--- config.mk ---
export PLATFORM = sky130hd
export DESIGN_NAME = bin2bcd_seq
export DESIGN_NICKNAME = d
export VERILOG_FILES = /design/src/rtl/bin2bcd_seq.sv
export SDC_FILE = /design/constraint.sdc
export NUM_CORES = 1
export LEC_CHECK = 0
export CAP_MARGIN = 25
export CORE_ASPECT_RATIO = 0.5
export CORE_MARGIN = 4
export CORE_UTILIZATION = 55
export DETAILED_ROUTE_END_ITERATION = 12
export PLACE_DENSITY = 0.79
export SETUP_SLACK_MARGIN = 0.1
export SLEW_MARGIN = 20
export SYNTH_ARGS = -nofsm -noshare
export SYNTH_HDL_FRONTEND = slang
export SYNTH_SLANG_ARGS = --single-unit
--- constraint.sdc ---
create_clock -name clk -period 1.6 [get_ports clk]
set_input_delay 0.24 -clock clk [delete_from_list [all_inputs] [get_ports clk]]
set_output_delay 0.24 -clock clk [all_outputs]
set_load 0.02 [all_outputs]
--- src/rtl/bin2bcd_seq.sv ---
// bin2bcd_seq: sequential binary-to-BCD converter (shift-add-3 / double-dabble).
//
// Converts an unsigned WIDTH-bit value into four BCD digits, one input bit per
// clock, for the 4-digit seven-segment driver. Values above 9999 saturate the
// display to 9999 and raise overflow. Results hold between conversions.
//
// Ports:
//   clk       in   system clock
//   reset_n   in   asynchronous active-low reset
//   start     in   conversion request, accepted only while idle
//   bin       in   value to convert, captured on the accepting edge
//   busy      out  high while a conversion is in progress
//   done      out  one-cycle pulse when new results are presented
//   overflow  out  last converted value was greater than 9999
//   bcd3..0   out  thousands / hundreds / tens / units digits
//
// Timing: start accepted on edge E0, shifts on E1..E(WIDTH), results and the
// done pulse on E(WIDTH+1). Back-to-back throughput is one per WIDTH+2 cycles.
// All outputs come straight from flops.

module bin2bcd_seq #(
    parameter int unsigned WIDTH = 14
) (
    input  logic             clk,
    input  logic             reset_n,
    input  logic             start,
    input  logic [WIDTH-1:0] bin,
    output logic             busy,
    output logic             done,
    output logic             overflow,
    output logic [3:0]       bcd3,
    output logic [3:0]       bcd2,
    output logic [3:0]       bcd1,
    output logic [3:0]       bcd0
);

    // Five BCD digits cover the full 16-bit input range (65535).
    localparam int unsigned ScratchW = 20;
    localparam int unsigned CntW     = 5;
    localparam int unsigned CombW    = ScratchW + WIDTH;

    typedef enum logic [1:0] {
        StIdle  = 2'd0,
        StShift = 2'd1,
        StDone  = 2'd2
    } state_e;

    state_e                state_q, state_d;
    logic [WIDTH-1:0]      shift_q, shift_d;
    logic [ScratchW-1:0]   scratch_q, scratch_d;
    logic [CntW-1:0]       cnt_q, cnt_d;
    logic                  busy_q, busy_d;
    logic                  done_q, done_d;
    logic                  ovf_q, ovf_d;
    logic [15:0]           bcd_q, bcd_d;

    // Add-3 correction and the one-bit shift of the combined vector.
    logic [ScratchW-1:0]   scratch_adj;
    logic [CombW-1:0]      comb_vec;
    logic [CombW-1:0]      comb_shl;

    always_comb begin
        scratch_adj = scratch_q;
        for (int i = 0; i < 5; i++) begin
            if (scratch_q[4*i +: 4] >= 4'd5) begin
                scratch_adj[4*i +: 4] = scratch_q[4*i +: 4] + 4'd3;
            end
        end
        comb_vec = {scratch_adj, shift_q};
        comb_shl = comb_vec << 1;
    end

    // Next-state and output logic.
    always_comb begin
        state_d   = state_q;
        shift_d   = shift_q;
        scratch_d = scratch_q;
        cnt_d     = cnt_q;
        done_d    = 1'b0;
        ovf_d     = ovf_q;
        bcd_d     = bcd_q;

        unique case (state_q)
            StIdle: begin
                if (start) begin
                    shift_d   = bin;
                    scratch_d = '0;
                    cnt_d     = CntW'(WIDTH);
                    state_d   = StShift;
                end
            end

            StShift: begin
                scratch_d = comb_shl[WIDTH +: ScratchW];
                shift_d   = comb_shl[WIDTH-1:0];
                cnt_d     = cnt_q - CntW'(1);
                if (cnt_d == '0) begin
                    state_d = StDone;
                end
            end

            StDone: begin
                done_d  = 1'b1;
                state_d = StIdle;
                // A nonzero ten-thousands digit cannot be shown: saturate.
                if (scratch_q[19:16] != 4'd0) begin
                    ovf_d = 1'b1;
                    bcd_d = 16'h9999;
                end else begin
                    ovf_d = 1'b0;
                    bcd_d = scratch_q[15:0];
                end
            end

            default: begin
                state_d = StIdle;
            end
        endcase

        // Registered busy mirrors the state being entered, so it drops on the
        // same edge that raises done.
        busy_d = (state_d != StIdle);
    end

    always_ff @(posedge clk or negedge reset_n) begin
        if (!reset_n) begin
            state_q   <= StIdle;
            shift_q   <= '0;
            scratch_q <= '0;
            cnt_q     <= '0;
            busy_q    <= 1'b0;
            done_q    <= 1'b0;
            ovf_q     <= 1'b0;
            bcd_q     <= '0;
        end else begin
            state_q   <= state_d;
            shift_q   <= shift_d;
            scratch_q <= scratch_d;
            cnt_q     <= cnt_d;
            busy_q    <= busy_d;
            done_q    <= done_d;
            ovf_q     <= ovf_d;
            bcd_q     <= bcd_d;
        end
    end

    assign busy     = busy_q;
    assign done     = done_q;
    assign overflow = ovf_q;
    assign bcd3     = bcd_q[15:12];
    assign bcd2     = bcd_q[11:8];
    assign bcd1     = bcd_q[7:4];
    assign bcd0     = bcd_q[3:0];

endmodule

Word-level counts from Yosys, hierarchy flattened
Cells that the tools add are included.
- memories kept: 0
- bits in writable memories: 0
- logic and storage cells: 45
- input bits: 17
- bits in read-only memories: 0
- register bits after elaboration: 60
- output and inout bits: 19
- latch bits: 0
- shift-type cells: 0
- muxes and demuxes: 17
- multipliers: 0
- reduce and logical (&&, ||, !) cells: 6
- equal/unequal tests: 3
- div/mod/pow operators: 0
- bitwise operators: 0
- add/subtract/negate cells: 6
- magnitude comparators: 5
- operators with widths (kind ; number):
    $pmux W20 S2 ; 1
    $pmux W14 S2 ; 1
    $ge A4 B3 Y1 const B ; 5
    $mux W20 ; 1
    $add A4 B2 Y4 const B ; 4
    $mux W16 ; 1
    $mux W4 ; 4
    $mux W14 ; 1
    $pmux W5 S2 ; 1
    $logic_not A5 Y1 ; 1
    $mux W5 ; 1
    $sub A5 B1 Y5 const B ; 1
    $mux W2 ; 2
    $pmux W2 S2 ; 1
    $reduce_bool A2 Y1 ; 2
    $reduce_bool A4 Y1 ; 1
    $add A3 B2 Y3 const B ; 1
    $mux W3 ; 1
    $eq A2 B1 Y1 const B ; 1
    $eq A2 B2 Y1 const B ; 1
    $logic_not A2 Y1 ; 1
    $mux W1 ; 2
    $ne A2 B2 Y1 const B ; 1
    $reduce_and A2 Y1 ; 1

Depth between registers and ports, before layout
- word-level depth: 5
- mapped depth: 7
- depth with buffers taken out: 5

Worst setup path before layout
OpenSTA, ideal clock, no wires.
- kind: register -> register
- start point: reg scratch_q[4]
- end point: reg scratch_q[6]
- buffers on the path: 0
- data required time: 1.484 ns
- slack: 0.260 ns
- arrival: 1.224 ns
- stages on the path, launching flop included: 6
- setup time: 0.116 ns
- period minus slack after synthesis: 1.340 ns
- cells stage by stage: dfrtp_1 > inv_1 > ha_1 > nor2b_1 > o21a_1 > o311ai_0
- word-level cells in the longest chain between the ends: 3
- elaborated cells on any way between the ends: 4
- classes of those cells: add/sub (1); order compare (1); mux (2)
- ends and longest elaborated chain (what ; line ; source):
    start, declared ; 50 ; logic [ScratchW-1:0] scratch_q, scratch_d;
    start signal, assigned ; 138 ; scratch_q <= scratch_d;
    $add A4 B2 Y4 / $ge A4 B3 Y1 (equally long branches) ; 66, 65 ;
    $mux W4 (*) ; 65 ; if (scratch_q[4*i +: 4] >= 4'd5) begin
    $pmux W20 S2 (*) ; 83 ; unique case (state_q)
Mark *: on every way between the ends. The rest lies on a longest branch, timed or not.
A chain may end at the register's enable or synchronous reset.

Worst setup path in the final report
- start point: reg scratch_q[4]
- end point: reg scratch_q[8]
Same word-level chain as after synthesis.

==> results.py <==
metrics = {
    "global_route": {
        "grt_max_degree": 52,
        "grt_usage_pct": 19.82,
        "grt_pass1_vias": 2257,
        "grt_pass1_wl_um": 10290,
        "grt_overflow": 0,
        "antenna_found_initial": 0,
    },
    "sta": {
        "fmax_mhz": 698.7,
        "finalSetupViolCount": 0,
        "slew_headroom_pct": 78.63,
        "rsz0062_at_grt": "yes",
        "slew_viol_final": 0,
        "hold_slack_ps": 307.2,
        "tns_ps": 0,
        "period_needed_ps": 1431,
        "fin_skew_ps": 4.075,
        "hold_viol_final": 0,
        "finalCritPeriodShare_pct": 89.45,
        "tightest_slew_ps": 320.1,
        "setup_slack_ps": 168.8,
    },
    "clock_tree": {
        "ctsLongestPathBuffers": 2,
        "cts_root_buf": "clkbuf_8",
        "clk_transition_reported_paths_ps": 70,
        "cts_buffers": 9,
        "clk_latency_ps": 330,
        "clock_sinks": 60,
        "htree_levels": 3,
        "cts_tree": "yes",
    },
    "placed_design": {
        "place_congestion": 0.8445,
        "place_area_um2": 3333,
        "pre_cts_slack_ps": 55.09,
        "placed_cells": 381,
        "dpl.hpwl_um": 4267,
        "io_buffers": 35,
    },
    "layout": {
        "fin_util_pct": 71.87,
        "design_area_um2": 3593,
        "multi_input_area_um2": 1239,
        "antenna_cells": 0,
        "fin_nets": 357,
        "n_fill_cell": 388,
        "area_growth_pct": 24.60,
        "stdcell_count": 402,
        "drive_gt1_share_pct": 17.17,
        "ff_latch_area_um2": 1503,
    },
    "detailed_routing": {
        "drt-initial-drc-count": 139,
        "viasPerCell": 5.677,
        "drtPass1Iterations": 5,
        "drt_wl_total_um": 6006,
        "vias": 2282,
        "avgRoutedWirePerCell_um": 14.94,
        "drt_drc_violations_left": 0,
        "antenna_left": 0,
    },
    "synthesis": {
        "synth_ff_type": "dfrtp_1",
        "synth.distinct_cells": 34,
        "netlist_area_um2": 2884,
        "yosysSeqAreaShare_pct": 52.06,
        "ys.warnings.count": 0,
        "syn_inst": 278,
        "synth-edff-count": 0,
        "ys_seq_elements": 60,
        "async_flop_share_pct": 100.0,
        "syn-num-nets": 308,
        "avgSynthCellArea_um2": 10.37,
    },
    "setup_path": {
        "path_class": "reg2reg",
        "reg2reg_depth": 5,
        "timing.critical_path.from": "scratch_q[4]",
        "crit_path_end": "scratch_q[8]",
        "crit_path_start_kind": "flip-flop",
        "arrival_ps": 1660,
        "rr_startpoint": "scratch_q[4]",
        "cp_max_fo": 4,
        "cp-end-kind": "flip-flop",
        "max_stage_delay_ps": 400,
        "worstPathCellList": "inv_2, ha_1, nor2b_2, o21a_1, o32ai_1",
        "r2r-end": "scratch_q[8]",
        "required_ps": 1830,
        "regToRegSetupSlack_ps": 170,
        "cpMaxStageDelayCell": "dfrtp_1",
    },
    "floorplan": {
        "fp.dieW_um": 110.4,
        "initial_utilization_pct": 57.68,
        "pin_count": 36,
        "rows": 18,
        "die_area_um2": 6537,
        "core_area_um2": 5000,
        "die_h_um": 59.21,
    },
    "min_path": {
        "min_path_type": "in2async",
    },
    "outcome": {
        "outcome": "finished clean",
    },
    "job": {
        "drv_cap": 0,
    },
    "power_and_ir_drop": {
        "p_per_area_nw_per_um2": 1845,
        "ir_drop_uv": 679.1,
        "p_leak_nw": 1.660,
        "p_total_mw": 6.628,
    },
}
layout by cell type, fill, tap and decap left out, drive strengths merged, types with 5 or more instances in the layout:
| cell type | Yosys | routed |
|---|---|---|
| a21oi | 9 | 9 |
| a22oi | 14 | 14 |
| a32o | 6 | 6 |
| buf | 13 | 18 |
| clkbuf | 2 | 9 |
| clkdlybuf4s50 | 0 | 15 |
| dfrtp | 60 | 60 |
| dlygate4sd2 | 0 | 18 |
| ha | 13 | 13 |
| inv | 26 | 26 |
| nand2 | 34 | 34 |
| nor2 | 12 | 12 |
| nor2b | 7 | 7 |
| o2111ai | 10 | 10 |
| o21a | 5 | 5 |
| o21ai | 31 | 31 |
| o221ai | 5 | 5 |
| o311ai | 5 | 5 |
| o31ai | 5 | 5 |
| xnor2 | 6 | 6 |
worst min path at each step:
stage             from    endpoint  slack (ps)  cells after the start
2_1_floorplan  reset_n    bcd_q[0]         -60                      0
3_3_place_gp   reset_n  shift_q[8]         120                      1
3_5_place_dp   reset_n  shift_q[7]         130                      1
4_1_cts        reset_n  shift_q[2]         300                      2
5_1_grt        reset_n  shift_q[2]         340                      2
6_report       reset_n  shift_q[2]         310                      2
power by group:
part / leakage, nW / switching, mW / total [mW] / internal (mW)
clock network: 0.0910 / 0.585 / 1.29 / 0.709
logic: 0.790 / 1.61 / 2.87 / 1.26
registers: 0.779 / 0.389 / 2.47 / 2.08
Yosys cell counts (3+ instances only):
cell type  instances  area share (%)
a32o_1             6             2.1
buf_2              9             1.6
ha_1              13             5.6
nor2_1            12             1.6
dfrtp_1           60              52
o2111ai_1         10             3.0
a22oi_1           14             3.6
nor2b_1            6             1.3
inv_1             24             3.1
o311ai_0           3            0.91
buf_6              3             1.2
o21ai_0           29             5.0
o21a_1             5             1.3
o31ai_1            5             1.3
nand2_1           34             4.4
o32ai_1            4             1.2
o221ai_1           5             1.5
a21oi_2            8             2.4
xnor2_1            6             1.8
logic make-up after synthesis:
kind of cell               after synthesis  share of synthesized area, %
DFF                                     60                         52.06
adders and majority gates               13                         5.640
buffers and inverters                   41                         6.638
xor gates and xnor gates                 7                         2.126
AOI/OAI and AO/OA                       96                         24.21
and+or+nand+nor                         61                         9.327
flip-flops by register name (all words and copies together), names as in the netlist:
signal and flops:
overflow 1, done 1, cnt_q 5, bcd_q 16
state_q 2, scratch_q 20, shift_q 14, busy 1
critical path: cells and delay by family (launching register included):
family	cells	cell delay, ps
flops	1	400
buf+inv	1	90
simple gates	1	170
fa+ha+maj	1	220
compound gates	2	440
what timing repair did:
action                     4_1_cts  5_1_grt
gates resized for setup         19       15
hold endpoints to repair         9        0
buffers inserted                 0        4
setup endpoints to repair       19       26
pin swaps                        0        0
hold buffers                     1        0
layout make-up:
cell class	instances	area share [%]
Sequential cell	60	41.82
Timing Repair Buffer	53	13.23
Clock buffer	9	3.447
Inverter	26	2.716
Tap cell	70	2.437
Clock inverter	7	1.880
Multi-Input combinational cell	177	34.47
routing by layer:
metal	global-route usage, %	vias up	share of wire (%)
li1	-	1096	-
met1	24.56	1115	45
met2	33.53	64	47
met3	6.932	7	7.1
met4	6.140	0	0.88
met5	0	-	0
Power figures use the tool's default switching activity.
